## src/rtl/fifo_arb_pkg.sv

```systemverilog
// Shared types and defaults for the FIFO write-port arbiter.
package fifo_arb_pkg;

  typedef enum logic {
    ARB_IDLE  = 1'b0,
    ARB_BURST = 1'b1
  } arb_state_e;

  localparam int DEF_NUM_REQ   = 4;
  localparam int DEF_DATA_W    = 8;
  localparam int DEF_MAX_BURST = 4;

  // Index width for n requesters, never narrower than one bit.
  function automatic int idx_w(input int n);
    return (n <= 2) ? 1 : $clog2(n);
  endfunction

endpackage

```

## src/rtl/rr_pick.sv

```systemverilog
// Combinational round-robin search: first set request at or after ptr, wrapping.
module rr_pick
  import fifo_arb_pkg::*;
#(
  parameter  int NUM_REQ = DEF_NUM_REQ,
  localparam int IW      = idx_w(NUM_REQ)
) (
  input  logic [NUM_REQ-1:0] req,
  input  logic [IW-1:0]      ptr,
  output logic               found,
  output logic [IW-1:0]      idx
);

  logic [NUM_REQ-1:0] rot;
  int                 sum;

  // Rotate so bit k of rot is requester (ptr + k) mod NUM_REQ.
  assign rot = NUM_REQ'({req, req} >> ptr);

  always_comb begin
    found = 1'b0;
    idx   = '0;
    sum   = 0;
    // Scan downward so the lowest offset from ptr wins.
    for (int k = NUM_REQ - 1; k >= 0; k--) begin
      if (rot[k]) begin
        sum = int'(ptr) + k;
        if (sum >= NUM_REQ) sum = sum - NUM_REQ;
        found = 1'b1;
        idx   = IW'(sum);
      end
    end
  end

endmodule

```

## src/rtl/fifo_wr_arbiter.sv

```systemverilog
// Round-robin arbiter sharing one FIFO write port among NUM_REQ producers,
// with bounded bursts and full/almost-full back-pressure.
module fifo_wr_arbiter
  import fifo_arb_pkg::*;
#(
  parameter  int NUM_REQ   = DEF_NUM_REQ,
  parameter  int DATA_W    = DEF_DATA_W,
  parameter  int MAX_BURST = DEF_MAX_BURST,
  localparam int IW        = idx_w(NUM_REQ),
  localparam int BW        = $clog2(MAX_BURST + 1)
) (
  input  logic                      wr_clk,
  input  logic                      rst,
  input  logic [NUM_REQ-1:0]        req,
  input  logic [NUM_REQ*DATA_W-1:0] req_data,
  input  logic                      full,
  input  logic                      almost_full,
  output logic [NUM_REQ-1:0]        gnt,
  output logic                      wr_enbl,
  output logic [DATA_W-1:0]         wr_data,
  output logic [IW-1:0]             owner,
  output logic                      busy
);

  arb_state_e          state;
  logic [IW-1:0]       ptr;
  logic [BW-1:0]       beats;
  logic                pick_found;
  logic [IW-1:0]       pick_idx;
  logic                accept;
  logic                last_beat;
  logic [IW-1:0]       next_ptr;
  logic [DATA_W-1:0]   slot [NUM_REQ];

  for (genvar i = 0; i < NUM_REQ; i++) begin : g_slot
    assign slot[i] = req_data[i*DATA_W +: DATA_W];
  end

  rr_pick #(.NUM_REQ(NUM_REQ)) u_pick (
    .req   (req),
    .ptr   (ptr),
    .found (pick_found),
    .idx   (pick_idx)
  );

  // A write already in flight consumes the last slot once almost_full is seen.
  assign accept = (state == ARB_BURST) && req[owner] && !full &&
                  !(almost_full && wr_enbl) && (beats < BW'(MAX_BURST));

  assign last_beat = (beats == BW'(MAX_BURST - 1));
  assign next_ptr  = (owner == IW'(NUM_REQ - 1)) ? '0 : owner + 1'b1;
  assign gnt       = accept ? (NUM_REQ'(1) << owner) : '0;
  assign busy      = (state == ARB_BURST);

  always_ff @(posedge wr_clk or posedge rst) begin
    if (rst) begin
      state   <= ARB_IDLE;
      ptr     <= '0;
      owner   <= '0;
      beats   <= '0;
      wr_enbl <= 1'b0;
      wr_data <= '0;
    end else begin
      wr_enbl <= 1'b0;
      case (state)
        ARB_IDLE: begin
          if (pick_found) begin
            owner <= pick_idx;
            beats <= '0;
            state <= ARB_BURST;
          end
        end
        ARB_BURST: begin
          if (accept) begin
            wr_enbl <= 1'b1;
            wr_data <= slot[owner];
            beats   <= beats + 1'b1;
            if (last_beat) begin
              ptr   <= next_ptr;
              state <= ARB_IDLE;
            end
          end else if (!req[owner]) begin
            // Requester withdrew (possibly while blocked): nothing transferred.
            ptr   <= next_ptr;
            state <= ARB_IDLE;
          end
        end
        default: state <= ARB_IDLE;
      endcase
    end
  end

  a_gnt_onehot: assert property (@(posedge wr_clk) disable iff (rst) $onehot0(gnt));
  a_no_write_full: assert property (@(posedge wr_clk) disable iff (rst) full |-> (gnt == '0));

endmodule

```

## config.mk

```make
export PLATFORM = sky130hd
export DESIGN_NAME = fifo_wr_arbiter
export DESIGN_NICKNAME = d
export VERILOG_FILES = /design/src/rtl/fifo_arb_pkg.sv /design/src/rtl/rr_pick.sv /design/src/rtl/fifo_wr_arbiter.sv
export SDC_FILE = /design/constraint.sdc
export NUM_CORES = 1
export LEC_CHECK = 0
export CAP_MARGIN = 20
export CORE_ASPECT_RATIO = 0.7
export CORE_MARGIN = 4
export CORE_UTILIZATION = 36
export DETAILED_ROUTE_END_ITERATION = 12
export PLACE_DENSITY_LB_ADDON = 0.3
export SYNTH_ARGS = -nofsm -noshare
export SYNTH_HDL_FRONTEND = slang
export SYNTH_SLANG_ARGS = --single-unit
```

## constraint.sdc

```tcl
create_clock -name wr_clk -period 2.46 [get_ports wr_clk]
set_input_delay 0.615 -clock wr_clk [delete_from_list [all_inputs] [get_ports wr_clk]]
set_output_delay 0.615 -clock wr_clk [all_outputs]
set_load 0.02 [all_outputs]
```

==> qor.csv <==
stage;metric;value;unit
pwr;Max IR drop VDD;0.527;mV
placed_design;DP Wirelength;2180;um
sta;Max Transition Viols Final;0;
die;DIE WIDTH;74.6;um
sta;skew final;0.00244;ns
yosys;Syn. warnings;0;
sta;setup tns final;0;ns
pwr;Pleak;0.790;nW
setup_path;Worst EP required;1.85;ns
placed_design;cell area after placement;1750;sq um
finish;fin nets;203;
flow_run;MaxCap Viol Count;0;
clock_network;# clock sinks;17;
setup_path;crit end category;output pin;
grt;gr busiest metal;met2;
sta;Slew @ Worst Pin;0.651;ns
grt;met1 layer usage reported by global route;17.1;%
die;Die Height;54.6;um
run_status;status;finished clean;
hold_path;worst hold endpoint;beats[1];
routing;via count;972;
placed_design;GPL Wtd Cong;0.808;
grt;pin count of the biggest net entering global routing;18;
routing;Iter 0 DRT Violations;59;
sta;RSZ-0062 raised after global routing;no;
die;Core Region;2880;sq um
setup_path;reg-to-reg slack, setup;0.55;ns
routing;total iterations of the first detailed-routing run;4;
pwr;Power per Cell Area;1010;nW/um^2
clock_network;hold_buf cts;0;
clock_network;clk buf depth;2;
grt;vias in the first global route;977;
yosys;Yosys reg bits;17;
sta;Tcrit/Tclk final;98.3;%
clock_network;CTS HTree Levels;1;
finish;post-route cell area;1830;sq um
sta;Tmin final;2.42;ns
die;IO Pins;56;
setup_path;Critical Path Source Type;primary input;
grt;total routing usage reported by global routing;14.3;%
finish;final core occ;63.3;%
finish;n_diodes;0;
setup_path;r2r startpoint;owner[0];
yosys;post-synthesis sequential area ratio;38.1;%
die;row count;16;
die;Initial Util;38.7;%
setup_path;CP Class;primary input to output pin;
sta;Rel. slew slack;56.5;%
pwr;overall power;0.00184;W
hold_path;WHS Path Cells;2;
routing;Total Routed Length;2730;um
setup_path;worst reg2reg path endpoint;wr_data[4];
routing;routed len/inst;14.2;um
sta;# setup viols final;0;
die;die area;4070;sq um
yosys;post-synthesis net count;136;
yosys;Mapped Area;1120;sq um
clock_network;CTS tree;yes;
grt;grt met3 use;6.24;%
grt;initial antenna violation count;0;
routing;via/cell ratio;5.06;
yosys;syn_area_per_cell;12.4;sq um
routing;DRC violations left;0;
yosys;Syn Inst Count;90;
clock_network;Clock transition at path regs;0.06;ns
finish;share of post-route cells with drive strength above 1;28.2;%
clock_network;CTS buffer count;3;
setup_path;arrival time at the worst endpoint;1.80;ns
sta;final setup margin;0.0425;ns
routing;Detail Route Antenna Nets;0;
hold_path;Hold Crit Start;beats[1];
finish;Layout area overhead;63.6;%
setup_path;R2R cell count;6;
sta;final hold violation count;0;
placed_design;port bufs;55;
placed_design;Placement Setup Slack;-0.566;ns
hold_path;Min-Delay Path Class;register to register;
grt;first-pass GRT wire length;4240;um
setup_path;CP max FO;5;
finish;fill cell count;239;
grt;GR Util met2;24.3;%
yosys;Netlist cell types;26;
grt;global route overflow;0;
sta;maximum clock frequency;414;MHz
clock_network;worst skew pair latency;0.25;ns
clock_network;clk root buf;clkbuf_8;
-- critical path: stages --
cell,delay (ns)
dlygate4sd2_1,0.23
mux4_2,0.51
nand4_4,0.12
inv_2,0.06
and2_4,0.15
buf_6,0.12
-- how the worst max path moves through the flow --
stage / from / cells after the start / to / slack (ns)
floorplan: req[3] / 5 / gnt[0] / 0.20
global placement: req[3] / 6 / gnt[0] / -0.54
detailed placement: req[3] / 6 / gnt[1] / -0.57
CTS: req[3] / 6 / gnt[1] / 0.02
global route: req[1] / 6 / gnt[2] / 0.005
finish: req[2] / 6 / gnt[2] / 0.04
-- sequential cells by signal, indices dropped and copies added, names as in the netlist --
| register | cells |
|---|---|
| busy | 1 |
| ptr | 2 |
| owner | 2 |
| wr_data | 8 |
| wr_enbl | 1 |
| beats | 3 |
-- logic make-up (layout without fill, tap and decap cells) --
kind of cell | Yosys count | in the layout | synth area share [%]
AOI/OAI and AO/OA | 13 | 13 | 8.07
adders and majority gates | 6 | 6 | 6.73
buffers and inverters | 11 | 77 | 4.48
DFF | 17 | 17 | 38.1
muxes | 21 | 21 | 31.4
and+or+nand+nor | 22 | 22 | 11.2
-- cells in the final DEF, fill, tap and decap left out, types with 3 or more instances in the layout --
master | netlist | layout
buf_6 | 1 | 4
buf_4 | 0 | 10
clkbuf_8 | 0 | 3
mux4_2 | 9 | 9
ha_1 | 6 | 6
nor2_1 | 5 | 5
and2_4 | 0 | 4
nand2_1 | 6 | 6
mux2_4 | 4 | 4
clkdlybuf4s50_1 | 0 | 47
o21ai_0 | 4 | 4
a21oi_1 | 4 | 4
inv_1 | 7 | 7
mux2_2 | 6 | 6
dfrtp_1 | 17 | 17
-- power by group --
group	total (W)	switching [W]	internal [W]
combinational	0.00113	0.000503	0.000631
sequential	0.000505	0.0000940	0.000411
clock	0.000206	0.0000934	0.000112
-- what timing repair did --
action,4_1_cts,5_1_grt
gates resized for setup,32,2
setup endpoints to repair,4,4
setup buffers,1,1
pin swaps,0,3
-- synth_stat cells, drive strengths merged --
| cell | instances | area (sq um) |
|---|---|---|
| dfrtp | 17 | 425 |
| o21ai | 4 | 20.0 |
| and2 | 4 | 25.0 |
| ha | 6 | 75.1 |
| nand4 | 1 | 21.3 |
| a2111oi | 1 | 8.76 |
| a21oi | 4 | 20.0 |
| mux2 | 10 | 128 |
| inv | 8 | 30.0 |
| nand2 | 6 | 22.5 |
| nor2 | 5 | 18.8 |
| clkbuf | 1 | 3.75 |
| and4 | 1 | 8.76 |
| o41ai | 2 | 25.0 |
| o31ai | 1 | 7.51 |
| mux4 | 9 | 203 |
| nand3 | 2 | 10.0 |
| nand2b | 1 | 6.26 |
| a311oi | 1 | 8.76 |
| buf | 2 | 16.3 |
| mux2i | 2 | 20.0 |
| nor2b | 2 | 12.5 |
-- area by class of cell --
class	instances	area [sq um]	area share [%]
clock buffer	3	41.3	2.26
clock inverter	1	5.00	0.274
inverter	8	30.0	1.64
multi-input combinational	62	651	35.6
sequential	17	425	23.3
tap	36	45.0	2.47
timing repair buffer	65	628	34.4
-- metrics by stage --
| step | std cells | hold slack (ns) |
|---|---|---|
| after global routing | 192 | 0.536 |
| after CTS | 191 | 0.511 |
| after floorplan | 90 | 0.464 |
| final | 192 | 0.509 |
| after detailed placement | 186 | 0.492 |
| after global placement | 186 | 0.486 |
-- layer usage --
layer	routed length (um)	vias up
met3	295	3
met5	0	-
met4	8	0
met1	1080	452
met2	1340	50
li1	-	467
(Power assumes the default switching activity.)
